==> src/rtl/lsu_align_splitter.sv <==
// Load/store front-end: passes aligned accesses straight to data memory and
// splits misaligned halfword/word accesses into sequential byte accesses.
module lsu_align_splitter #(
  parameter bit ALLOW_MISALIGNED = 1'b1,
  parameter int ADDR_W           = 32
) (
  input  logic              clk,
  input  logic              rst,
  input  logic              req_valid,
  input  logic              req_we,
  input  logic [2:0]        req_ctrl,
  input  logic [ADDR_W-1:0] req_addr,
  input  logic [31:0]       req_wdata,
  output logic              stall,
  output logic              rsp_valid,
  output logic [31:0]       rsp_rdata,
  output logic              err,
  output logic              DMWr,
  output logic [2:0]        DMCtrl,
  output logic [ADDR_W-1:0] mem_addr,
  output logic [31:0]       DataWr,
  input  logic [31:0]       DataRd
);

  typedef enum logic {
    IDLE,
    SPLIT
  } state_t;

  state_t              state, state_n;
  logic [1:0]          k, k_n;
  logic                l_we;
  logic [2:0]          l_ctrl;
  logic [ADDR_W-1:0]   l_addr;
  logic [31:0]         l_wdata;
  logic [23:0]         asm_q;
  logic                latch;

  logic                illegal;
  logic                misal;
  logic                last;
  logic [31:0]         wsh;
  logic [15:0]         half;
  logic [31:0]         asm_rd;

  assign illegal = (req_ctrl == 3'b011) ||
                   (req_ctrl[2:1] == 2'b11) ||
                   (req_we && req_ctrl[2]);

  assign misal = ((req_ctrl[1:0] == 2'b01) && req_addr[0]) ||
                 ((req_ctrl[1:0] == 2'b10) && (req_addr[1:0] != 2'b00));

  assign last = l_ctrl[1] ? (k == 2'd3) : (k == 2'd1);
  assign wsh  = l_wdata >> {k, 3'b000};
  assign half = {DataRd[7:0], asm_q[7:0]};

  // final byte comes straight from memory so the result is ready this cycle
  always_comb begin
    asm_rd = '0;
    unique case (1'b1)
      l_ctrl[1]: asm_rd = {DataRd[7:0], asm_q};
      l_ctrl[2]: asm_rd = {16'h0000, half};
      default:   asm_rd = {{16{half[15]}}, half};
    endcase
  end

  always_comb begin
    state_n   = state;
    k_n       = k;
    latch     = 1'b0;
    stall     = 1'b0;
    rsp_valid = 1'b0;
    rsp_rdata = '0;
    err       = 1'b0;
    DMWr      = 1'b0;
    DMCtrl    = 3'b000;
    mem_addr  = '0;
    DataWr    = '0;
    unique case (state)
      IDLE: begin
        if (req_valid) begin
          if (illegal) begin
            err = 1'b1;
          end else if (misal) begin
            if (ALLOW_MISALIGNED) begin
              stall   = 1'b1;
              latch   = 1'b1;
              k_n     = 2'd0;
              state_n = SPLIT;
            end else begin
              err = 1'b1;
            end
          end else begin
            DMCtrl    = req_ctrl;
            mem_addr  = req_addr;
            DataWr    = req_wdata;
            DMWr      = req_we;
            rsp_valid = ~req_we;
            rsp_rdata = req_we ? 32'h0 : DataRd;
          end
        end
      end
      SPLIT: begin
        mem_addr = l_addr + {{(ADDR_W-2){1'b0}}, k};
        DMCtrl   = l_we ? 3'b000 : 3'b100;
        DMWr     = l_we;
        DataWr   = l_we ? {24'h0, wsh[7:0]} : 32'h0;
        stall    = ~last;
        if (last) begin
          state_n   = IDLE;
          k_n       = 2'd0;
          rsp_valid = ~l_we;
          rsp_rdata = l_we ? 32'h0 : asm_rd;
        end else begin
          k_n = k + 2'd1;
        end
      end
      default: state_n = IDLE;
    endcase
  end

  always_ff @(posedge clk or posedge rst) begin
    if (rst) begin
      state   <= IDLE;
      k       <= '0;
      l_we    <= 1'b0;
      l_ctrl  <= '0;
      l_addr  <= '0;
      l_wdata <= '0;
      asm_q   <= '0;
    end else begin
      state <= state_n;
      k     <= k_n;
      if (latch) begin
        l_we    <= req_we;
        l_ctrl  <= req_ctrl;
        l_addr  <= req_addr;
        l_wdata <= req_wdata;
      end
      if (state == SPLIT && !last) begin
        unique case (k)
          2'd0:    asm_q[7:0]   <= DataRd[7:0];
          2'd1:    asm_q[15:8]  <= DataRd[7:0];
          default: asm_q[23:16] <= DataRd[7:0];
        endcase
      end
    end
  end

endmodule

==> config.mk <==
export PLATFORM = sky130hd
export DESIGN_NAME = lsu_align_splitter
export DESIGN_NICKNAME = d
export VERILOG_FILES = /design/src/rtl/lsu_align_splitter.sv
export SDC_FILE = /design/constraint.sdc
export NUM_CORES = 1
export LEC_CHECK = 0
export CAP_MARGIN = 5
export CORE_ASPECT_RATIO = 1.75
export CORE_UTILIZATION = 46
export CTS_CLUSTER_SIZE = 8
export DETAILED_ROUTE_END_ITERATION = 8
export PLACE_DENSITY = 0.81
export SLEW_MARGIN = 30
export SYNTH_ARGS = -nofsm -noshare
export SYNTH_HDL_FRONTEND = slang
export SYNTH_SLANG_ARGS = --single-unit
==> constraint.sdc <==
create_clock -name clk -period 4.6 [get_ports clk]
set_clock_uncertainty 0.05 [all_clocks]
set_input_delay 1.38 -clock clk [delete_from_list [all_inputs] [get_ports clk]]
set_output_delay 1.38 -clock clk [all_outputs]
set_load 0.01 [all_outputs]
==> impl_metrics.toml, run 1 <==
[yosys]
synth_edf_count = 0
yosys-top-cells-count = "94 x dfrtp_1, 70 x mux2_2, 33 x and3_1"
async_reset_ff_share_pct = 100
synth.net_count = 641
ys_seq_area_share_pct = 40.1
ys_ff_latch = 94
synthFlopType = "dfrtp_1"
synth.avg_cell_area_um2 = 11.0
yosysWarnings = 0
syn-cell-area_um2 = 5870
synthTopCellsByArea = "dfrtp_1 40%, mux2_2 13%, mux2_1 4.0%"
yosysTopAreaCell = "dfrtp_1"
synth.most_common_cell = "dfrtp_1"
synth_top_area_share_pct = 40.1
synthCells = 532
synth.distinct_cells = 55

[cells_and_area]
nNetsFinal = 844
post-route-util_pct = 68.1
antenna_cells = 0
fin_area_um2 = 8470
syn_to_final_growth_pct = 44.4
drive_above_1_share_pct = 20.7

[sta]
worst_slack_ns = 0.0209
worst_slew_pin_slew_ns = 0.882
layout_min_cycle_time_ns = 4.58
relSlewSlack_pct = 41.2
fin_crit_sh_pct = 99.5
slew_viol_final = 0
hold_viol = 0
fmax_mhz = 218
finalSetupViolCount = 0

[clock_network]
postCtsHoldBufs = 0
root_buffer = "clkbuf_16"
cts_buffers = 9
path_clk_slew_ns = 0.06
clk-insertion-delay-late_ns = 0.34
htree_num_levels = 3
numClockSinks = 94
clockBufferDepth = 2
cts_tree = "built"

[route]
avgViaCountPerCell = 5.92
drcViolationCount = 0
antenna_left = 0
first_pass_iters = 5
wl_mm = 18.4
wl_per_cell_um = 20.3
via_count = 5377
drtIter0Drc = 217

[floorplanning]
die_y_um = 151
num_io_pins = 206
start_util_pct = 47.2
die_area_um2 = 13200
core_um2 = 12400
core.rowCount = 54
die_x_um = 87.4

[critical_path]
cp-start-kind = "input port"
cp_slowest_cell = "bufbuf_16"
critPathMaxFanout = 12
worst-path-buf-inv = 4
critPathMostFrequentCell = "clkdlybuf4s15_2"
path_class = "input port to primary output"
crit_path_end_kind = "primary output"
crit_arrival_ns = 3.15
crit_path_max_incr_delay_ns = 0.29
required_ns = 3.17
cp_top_family = "buffers and inverters"
cp_cell_sequence = "clkdlybuf4s15_2 > xor2_2 > a221oi_4 > buf_4 > and2_4 > bufbuf_16 > a22o_4 > clkdlybuf4s15_2"

[worst_hold_path]
hp-class = "flop to flop"

[global_route]
grt_pass1_vias = 5482
grt_overflow = 0
track_usage_pct = 28.8
grt_max_degree = 68
antenna_found_initial = 0
grt_pass1_wl_mm = 28.6

[place]
io_buffer_count = 205
post-dp-hpwl_mm = 13.3
place_area_um2 = 8150
routabilityCongestion = 0.925
dp_slack_ns = -0.637

[power_and_ir_drop]
power_density_nw_per_um2 = 538
power.leakage_nw = 4.01
vdd_drop_max_mv = 0.364

[run]
cap_viol_max_count = 0

[run_status]
status = "complete, no violations"
==> routing by layer <==
layer	vias to the layer above	track usage, %	wire length [µm]
met1	2670	31.2	6830
met3	52	4.96	883
met2	207	53.3	9930
li1	2448	-	-
met5	-	0	0
met4	0	13.6	783
==> area by class of cell <==
| class | instances | area [µm²] |
|---|---|---|
| Inverter | 9 | 35.0 |
| Multi-Input combinational cell | 386 | 3300 |
| Clock inverter | 4 | 77.6 |
| Clock buffer | 12 | 256 |
| Sequential cell | 94 | 2350 |
| Timing Repair Buffer | 235 | 2240 |
| Fill cell | 979 | 3960 |
| Tap cell | 168 | 210 |
==> logic make-up (layout without fill, tap and decap cells) <==
kind of cell | after synthesis | after routing | synth area share (%)
fa+ha+maj | 6 | 6 | 1.41
compound gates | 125 | 125 | 16.7
mux | 100 | 100 | 20.9
xor+xnor | 14 | 14 | 2.09
simple gates | 141 | 141 | 14.2
buf+inv | 52 | 260 | 4.52
flops | 94 | 94 | 40.1
==> metrics by stage <==
step	TNS [ns]	hold slack [ns]	power, mW	instances
detailed placement	-49.78	0.424	3.84	890
finish	0	0.438	4.56	908
CTS	-0.00950	0.439	4.58	910
global placement	-47.82	0.415	3.75	890
global route	-0.0186	0.458	4.84	908
floorplan	0	0.403	2.91	532
==> worst paths after layout <==
kind / start / end / slack, ns / cells past startpoint
worst min register to register: l_wdata[31] / l_wdata[31] / 0.44 / 1
worst max register to register: state / l_addr[15] / 2.21 / 5
worst max-delay path: req_ctrl[0] / mem_addr[0] / 0.02 / 8
worst min-delay path: l_wdata[31] / l_wdata[31] / 0.44 / 1
max in group asynchronous: rst / l_wdata[26] / 2.39 / 3
min in group asynchronous: rst / asm_q[14] / 1.38 / 2
==> flip-flops by register name, summed over array words and instances (netlist names) <==
name	flops
l_ctrl	2
l_we	1
k	2
asm_q	24
l_wdata	32
l_addr	32
state	1
==> layout by cell type, fill, tap and decap left out, types with 12 or more instances in the layout <==
cell,instances
nor2_1,18
dfrtp_1,94
mux2_1,21
a21oi_1,24
dlygate4sd2_1,66
clkdlybuf4s50_1,113
nand2_1,32
dlymetal6s2s_1,12
and3_1,33
o2bb2ai_1,25
buf_4,24
a22o_1,21
mux2_2,70
==> repair_timing <==
| action | 4_1_cts | 5_1_grt |
|---|---|---|
| endpoints found under the hold margin | 0 | 0 |
| resized for setup | 123 | 18 |
| setup buffers | 2 | 1 |
| setup endpoints to repair | 103 | 40 |
| pin swaps | 2 | 1 |
| gates cloned | 2 | 0 |
==> where the power goes <==
| group | total, mW | switching, mW | internal [mW] |
|---|---|---|---|
| logic | 2.11 | 0.992 | 1.11 |
| clock network | 0.823 | 0.314 | 0.509 |
| registers | 1.63 | 0.382 | 1.25 |
No activity file was read; power rests on OpenSTA's default activity.
==> run 2: changes to the inputs <==
--- a/config.mk
+++ b/config.mk
@@ -7,10 +7,11 @@
 export LEC_CHECK = 0
 export CAP_MARGIN = 5
 export CORE_ASPECT_RATIO = 1.75
-export CORE_UTILIZATION = 46
+export CORE_UTILIZATION = 50
 export CTS_CLUSTER_SIZE = 8
 export DETAILED_ROUTE_END_ITERATION = 8
-export PLACE_DENSITY = 0.81
+export GPL_TIMING_DRIVEN = 0
+export PLACE_DENSITY = 0.88
 export SLEW_MARGIN = 30
 export SYNTH_ARGS = -nofsm -noshare
 export SYNTH_HDL_FRONTEND = slang
==> constraint.sdc (replaced) <==
create_clock -name clk -period 5.9 [get_ports clk]
set_clock_uncertainty 0.05 [all_clocks]
set_input_delay 1.77 -clock clk [delete_from_list [all_inputs] [get_ports clk]]
set_output_delay 1.77 -clock clk [all_outputs]
set_load 0.01 [all_outputs]
==> impl_metrics.toml, run 2 (same netlist as run 1, synthesis figures left out) <==
[critical_path]
endpoint = "mem_addr[20]"
required_ns = 4.08
critPathMostFrequentCell = "clkdlybuf4s50_1"
worst-path-buf-inv = 3
r2r_end = "asm_q[22]"
crit_start = "req_we"
cp.depth = 7
cp_slowest_cell = "clkdlybuf4s50_1"
crit_arrival_ns = 4.04
crit_path_max_incr_delay_ns = 0.54
cp_top_family = "buffers and inverters"
reg2reg_depth = 8
cp_cell_sequence = "clkdlybuf4s50_1 > nor2_1 > or2_2 > and2_2 > clkbuf_4 > a211o_1 > clkdlybuf4s50_1"
crit_path_end_kind = "primary output"
r2r_start = "k[1]"
critPathMaxFanout = 10
ff2ff_setup_slack_ns = 3.36
cp-start-kind = "input port"
path_class = "input port to primary output"

[floorplanning]
num_io_pins = 206
die_area_um2 = 12200
start_util_pct = 50.9
die_x_um = 83.9
die_y_um = 145
core_um2 = 11500
core.rowCount = 52

[route]
drcViolationCount = 28
drtIter0Drc = 424
antenna_left = 0
wl_mm = 19.2
first_pass_iters = 7
wl_per_cell_um = 21.4
avgViaCountPerCell = 6.29
via_count = 5627

[global_route]
antenna_found_initial = 0
grt_pass1_vias = 5837
grt_overflow = 0
track_usage_pct = 31.3
grt_max_degree = 50
grt_pass1_wl_mm = 29.8

[power_and_ir_drop]
vdd_drop_max_mv = 0.248
fin_total_pwr_mw = 3.66
power_density_nw_per_um2 = 426
power.leakage_nw = 3.95

[place]
post-dp-hpwl_mm = 14.5
io_buffer_count = 205
dp_slack_ns = -0.262
routabilityCongestion = 0.852

[sta]
hold_viol = 0
layout_min_cycle_time_ns = 5.86
fmax_mhz = 171
relSlewSlack_pct = 49.7
slew_viol_final = 0
worst_slack_ns = 0.0417
worst_slew_pin_slew_ns = 0.755
fin_crit_sh_pct = 99.3
finalSetupViolCount = 0

[clock_network]
clockBufferDepth = 2
htree_num_levels = 3
clk-insertion-delay-late_ns = 0.34
numClockSinks = 94
path_clk_slew_ns = 0.06
root_buffer = "clkbuf_16"
cts_buffers = 9
cts_tree = "built"

[cells_and_area]
drive_above_1_share_pct = 18.0
antenna_cells = 0
num-fill-cells = 763
syn_to_final_growth_pct = 46.3
most-common-layout-cells = "178 x clkdlybuf4s50_1, 94 x dfrtp_1, 70 x mux2_2"
reg_top3 = "l_addr: 32 flops, l_wdata: 32 flops, asm_q: 24 flops"
layout_commonest_cell = "clkdlybuf4s50_1"
nNetsFinal = 865

[worst_hold_path]
hp-class = "flop to flop"

[run_status]
status = "finished with violations"
violations = "design-rule violations"

[run]
cap_viol_max_count = 0
## run 2: cell types whose count changed in the layout (fill, tap and decap cells not counted), moves of 3 or more
cell / before / now
dlymetal6s2s_1: 12 / 24
buf_4: 24 / 13
clkbuf_1: 1 / 18
buf_12: 3 / 0
dlygate4sd2_1: 66 / 3
clkdlybuf4s50_1: 113 / 178
buf_6: 1 / 8
## run 2: metal layers
| layer | GRT usage (%) | wire (µm) | vias up |
|---|---|---|---|
| met3 | 5.35 | 1180 | 63 |
| li1 | - | - | 2490 |
| met4 | 15.2 | 922 | 0 |
| met2 | 58.2 | 10300 | 282 |
| met5 | 0 | 0 | - |
| met1 | 33.5 | 6750 | 2792 |
## run 2: layout make-up
cell class / instances / area [µm²] / share of cell area (%)
Inverter: 9 / 38.8 / 0.452
Clock inverter: 3 / 68.8 / 0.802
Sequential cell: 94 / 2350 / 27.4
Buffer: 43 / 265 / 3.09
Clock buffer: 12 / 246 / 2.87
Timing Repair Buffer: 213 / 2190 / 25.5
Multi-Input combinational cell: 386 / 3260 / 37.9
Tap cell: 135 / 169 / 1.97
## run 2: timing repair
action,4_1_cts,5_1_grt
resized for setup,5,42
pin swaps,2,1
hold buffers,0,0
gates cloned,0,1
endpoints found under the setup margin,93,63
buffers inserted,3,3
## run 2: worst min-delay path by stage
stage                        to  cells past startpoint         from  slack, ns
floorplan           l_wdata[27]                      1  l_wdata[27]       0.40
global placement    l_wdata[31]                      1  l_wdata[31]       0.41
detailed placement  l_wdata[31]                      1  l_wdata[31]       0.42
CTS                 l_wdata[27]                      1  l_wdata[27]       0.44
global route        l_wdata[27]                      1  l_wdata[27]       0.46
finish              l_wdata[27]                      1  l_wdata[27]       0.44
## run 2: worst register-to-register path: stages (launching register included)
cell      delay (ns)
dfrtp_1         0.40
clkbuf_2        0.30
inv_1           0.19
ha_1            0.27
mux2i_4         0.23
nand2_1         0.11
or3_1           0.33
buf_2           0.20
mux2_1          0.33
## run 2: report_power, final
group	switching (mW)	internal [mW]
sequential	0.274	0.972
clock	0.242	0.382
combinational	0.837	0.952
total	1.35	2.31
## run 2: per-stage QoR
step           utilization (%)  instances  setup TNS, ns  hold slack (ns)  cell area [µm²]
2_1_floorplan                -        532              0            0.403             5870
3_3_place_gp              70.2        872          -7.02            0.412             8090
3_5_place_dp              70.5        873         -11.56            0.424             8120
4_1_cts                   73.5        891              0            0.443             8460
5_1_grt                   74.5        895        -0.0888            0.458             8580
6_report                  74.5        895              0            0.439             8580
==> run 3: changes to the inputs <==
--- a/config.mk
+++ b/config.mk
@@ -7,11 +7,11 @@
 export LEC_CHECK = 0
 export CAP_MARGIN = 5
 export CORE_ASPECT_RATIO = 1.75
-export CORE_UTILIZATION = 50
+export CORE_UTILIZATION = 42
 export CTS_CLUSTER_SIZE = 8
 export DETAILED_ROUTE_END_ITERATION = 8
 export GPL_TIMING_DRIVEN = 0
-export PLACE_DENSITY = 0.88
+export PLACE_DENSITY = 0.78
 export SLEW_MARGIN = 30
 export SYNTH_ARGS = -nofsm -noshare
 export SYNTH_HDL_FRONTEND = slang
==> constraint.sdc (replaced) <==
create_clock -name clk -period 5.1 [get_ports clk]
set_clock_uncertainty 0.05 [all_clocks]
set_input_delay 1.53 -clock clk [delete_from_list [all_inputs] [get_ports clk]]
set_output_delay 1.53 -clock clk [all_outputs]
set_load 0.01 [all_outputs]
==> impl_metrics.toml, run 3 (same netlist as run 1, synthesis figures left out) <==
[run_status]
status = "complete, no violations"

[clock_network]
path_clk_slew_ns = 0.07
postCtsHoldBufs = 0
cts_tree = "built"
clockBufferDepth = 2
htree_num_levels = 3
cts_buffers = 9
clk-insertion-delay-late_ns = 0.35
root_buffer = "clkbuf_16"
numClockSinks = 94

[place]
routabilityCongestion = 0.909
post-dp-hpwl_mm = 14.1
io_buffer_count = 205
dpl.cell_count = 912

[critical_path]
path_class = "input port to primary output"
crit_arrival_ns = 3.47
required_ns = 3.52
crit_path_end_kind = "primary output"
critPathMaxFanout = 10
cp-start-kind = "input port"

[sta]
layout_min_cycle_time_ns = 5.05
rsz0062_at_grt = "false"
relSlewSlack_pct = 48.0
hold_viol = 0
fin_crit_sh_pct = 99.1
finalSetupViolCount = 0
final.setup.tns_ns = 0
fmax_mhz = 198
worst_slew_pin_slew_ns = 0.780
slew_viol_final = 0

[route]
avgViaCountPerCell = 5.73
drcViolationCount = 0
wl_mm = 18.6
wl_per_cell_um = 19.9
antenna_left = 0
drtIter0Drc = 303
first_pass_iters = 5
via_count = 5362

[power_and_ir_drop]
power.share.combinational_pct = 49.1
pwr-share-clk_pct = 16.0
power.leakage_nw = 4.13
p_seq_share_pct = 34.9
switching_power_mw = 1.56
switching_share_pct = 38.0
p_int_mw = 2.54
power_density_nw_per_um2 = 474
vdd_drop_max_mv = 0.237

[floorplanning]
num_io_pins = 206
core_um2 = 13500
die_y_um = 158
die_x_um = 91.3
start_util_pct = 43.4
die_area_um2 = 14500
core.rowCount = 56

[global_route]
grt_overflow = 0
track_usage_pct = 26.1
grt_pass1_vias = 5542
grt_max_degree = 57
antenna_found_initial = 1
grt_pass1_wl_mm = 29.2

[worst_hold_path]
hp-class = "flop to flop"

[cells_and_area]
layout_commonest_cell = "clkdlybuf4s50_1"
num-fill-cells = 1110
nNetsFinal = 864
syn_to_final_growth_pct = 47.2
most-common-layout-cells = "144 x clkdlybuf4s50_1, 94 x dfrtp_1, 70 x mux2_2"
final-instance-count-excl-fill = 935
reg_top3 = "l_addr: 32 flops, l_wdata: 32 flops, asm_q: 24 flops"
post-route-util_pct = 63.9
drive_above_1_share_pct = 19.2

[run]
cap_viol_max_count = 0
-- run 3: changes by cell type in the layout (fill, tap and decap cells not counted), sizes merged --
cell	previous run	this run
clkdlybuf4s50	178	144
dlygate4sd2	3	31
dlymetal6s2s	24	28
clkbuf	34	31
inv	9	12
buf	29	31
bufinv	2	0
clkinvlp	0	2
clkdlybuf4s15	0	1
clkinv	1	0
diode	0	1
-- run 3: area by class of cell --
| type | count | area, µm² | share of cell area (%) |
|---|---|---|---|
| Timing Repair Buffer | 212 | 2150 | 24.9 |
| Inverter | 9 | 38.8 | 0.449 |
| Sequential cell | 94 | 2350 | 27.2 |
| Tap cell | 174 | 218 | 2.52 |
| Antenna cell | 1 | 2.50 | 0.0290 |
| Clock buffer | 11 | 243 | 2.81 |
| Buffer | 43 | 287 | 3.32 |
| Clock inverter | 5 | 41.3 | 0.478 |
| Multi-Input combinational cell | 386 | 3300 | 38.3 |
-- run 3: worst max-delay path: stages --
cell	delay [ns]
dlygate4sd2_1	0.29
nor2_1	0.10
or2_2	0.34
and2_4	0.19
buf_8	0.15
a221o_1	0.38
clkdlybuf4s50_1	0.49
-- run 3: what timing repair did --
item | 4_1_cts | 5_1_grt
endpoints found under the setup margin | 103 | 49
gates resized for setup | 66 | 32
endpoints found under the hold margin | 0 | 0
buffers inserted | 3 | 3
pin swaps | 4 | 2
-- run 3: power groups by stage --
| stage | combinational [mW] | clock (mW) | sequential, mW |
|---|---|---|---|
| after floorplan | 1.29 | 0 | 1.34 |
| after global routing | 2.18 | 0.693 | 1.48 |
| after CTS | 2.03 | 0.663 | 1.42 |
| after detailed placement | 2.03 | 0 | 1.43 |
| after global placement | 1.98 | 0 | 1.40 |
| final | 2.01 | 0.654 | 1.43 |
-- run 3: path summary, 6_finish.rpt --
kind / start / end / slack [ns] / depth (start not counted)
worst max register to register: k[0] / asm_q[21] / 2.60 / 6
worst min register to register: l_wdata[27] / l_wdata[27] / 0.44 / 1
max in group asynchronous: rst / l_addr[28] / 2.90 / 3
worst min-delay path: l_wdata[27] / l_wdata[27] / 0.44 / 1
worst max-delay path: req_we / mem_addr[23] / 0.05 / 7
min in group asynchronous: rst / l_wdata[6] / 1.50 / 2
-- run 3: stage by stage --
step                      total power [mW]  setup WS, ns  hold slack, ns  area, µm²
after floorplan                       2.63         0.852           0.403       5870
after global placement                3.38        -0.550           0.413       8140
after detailed placement              3.46        -0.583           0.423       8170
after CTS                             4.11       0.00985           0.439       8550
after global routing                  4.35       0.00243           0.457       8640
final                                 4.09        0.0475           0.441       8640
-- run 3: routing by layer --
metal / global-route usage, % / up-vias / part of all wire, %
li1: - / 2487 / -
met1: 28.6 / 2619 / 37
met2: 48.6 / 209 / 54
met3: 4.15 / 47 / 5.3
met4: 13.2 / 0 / 3.2
met5: 0 / - / 0
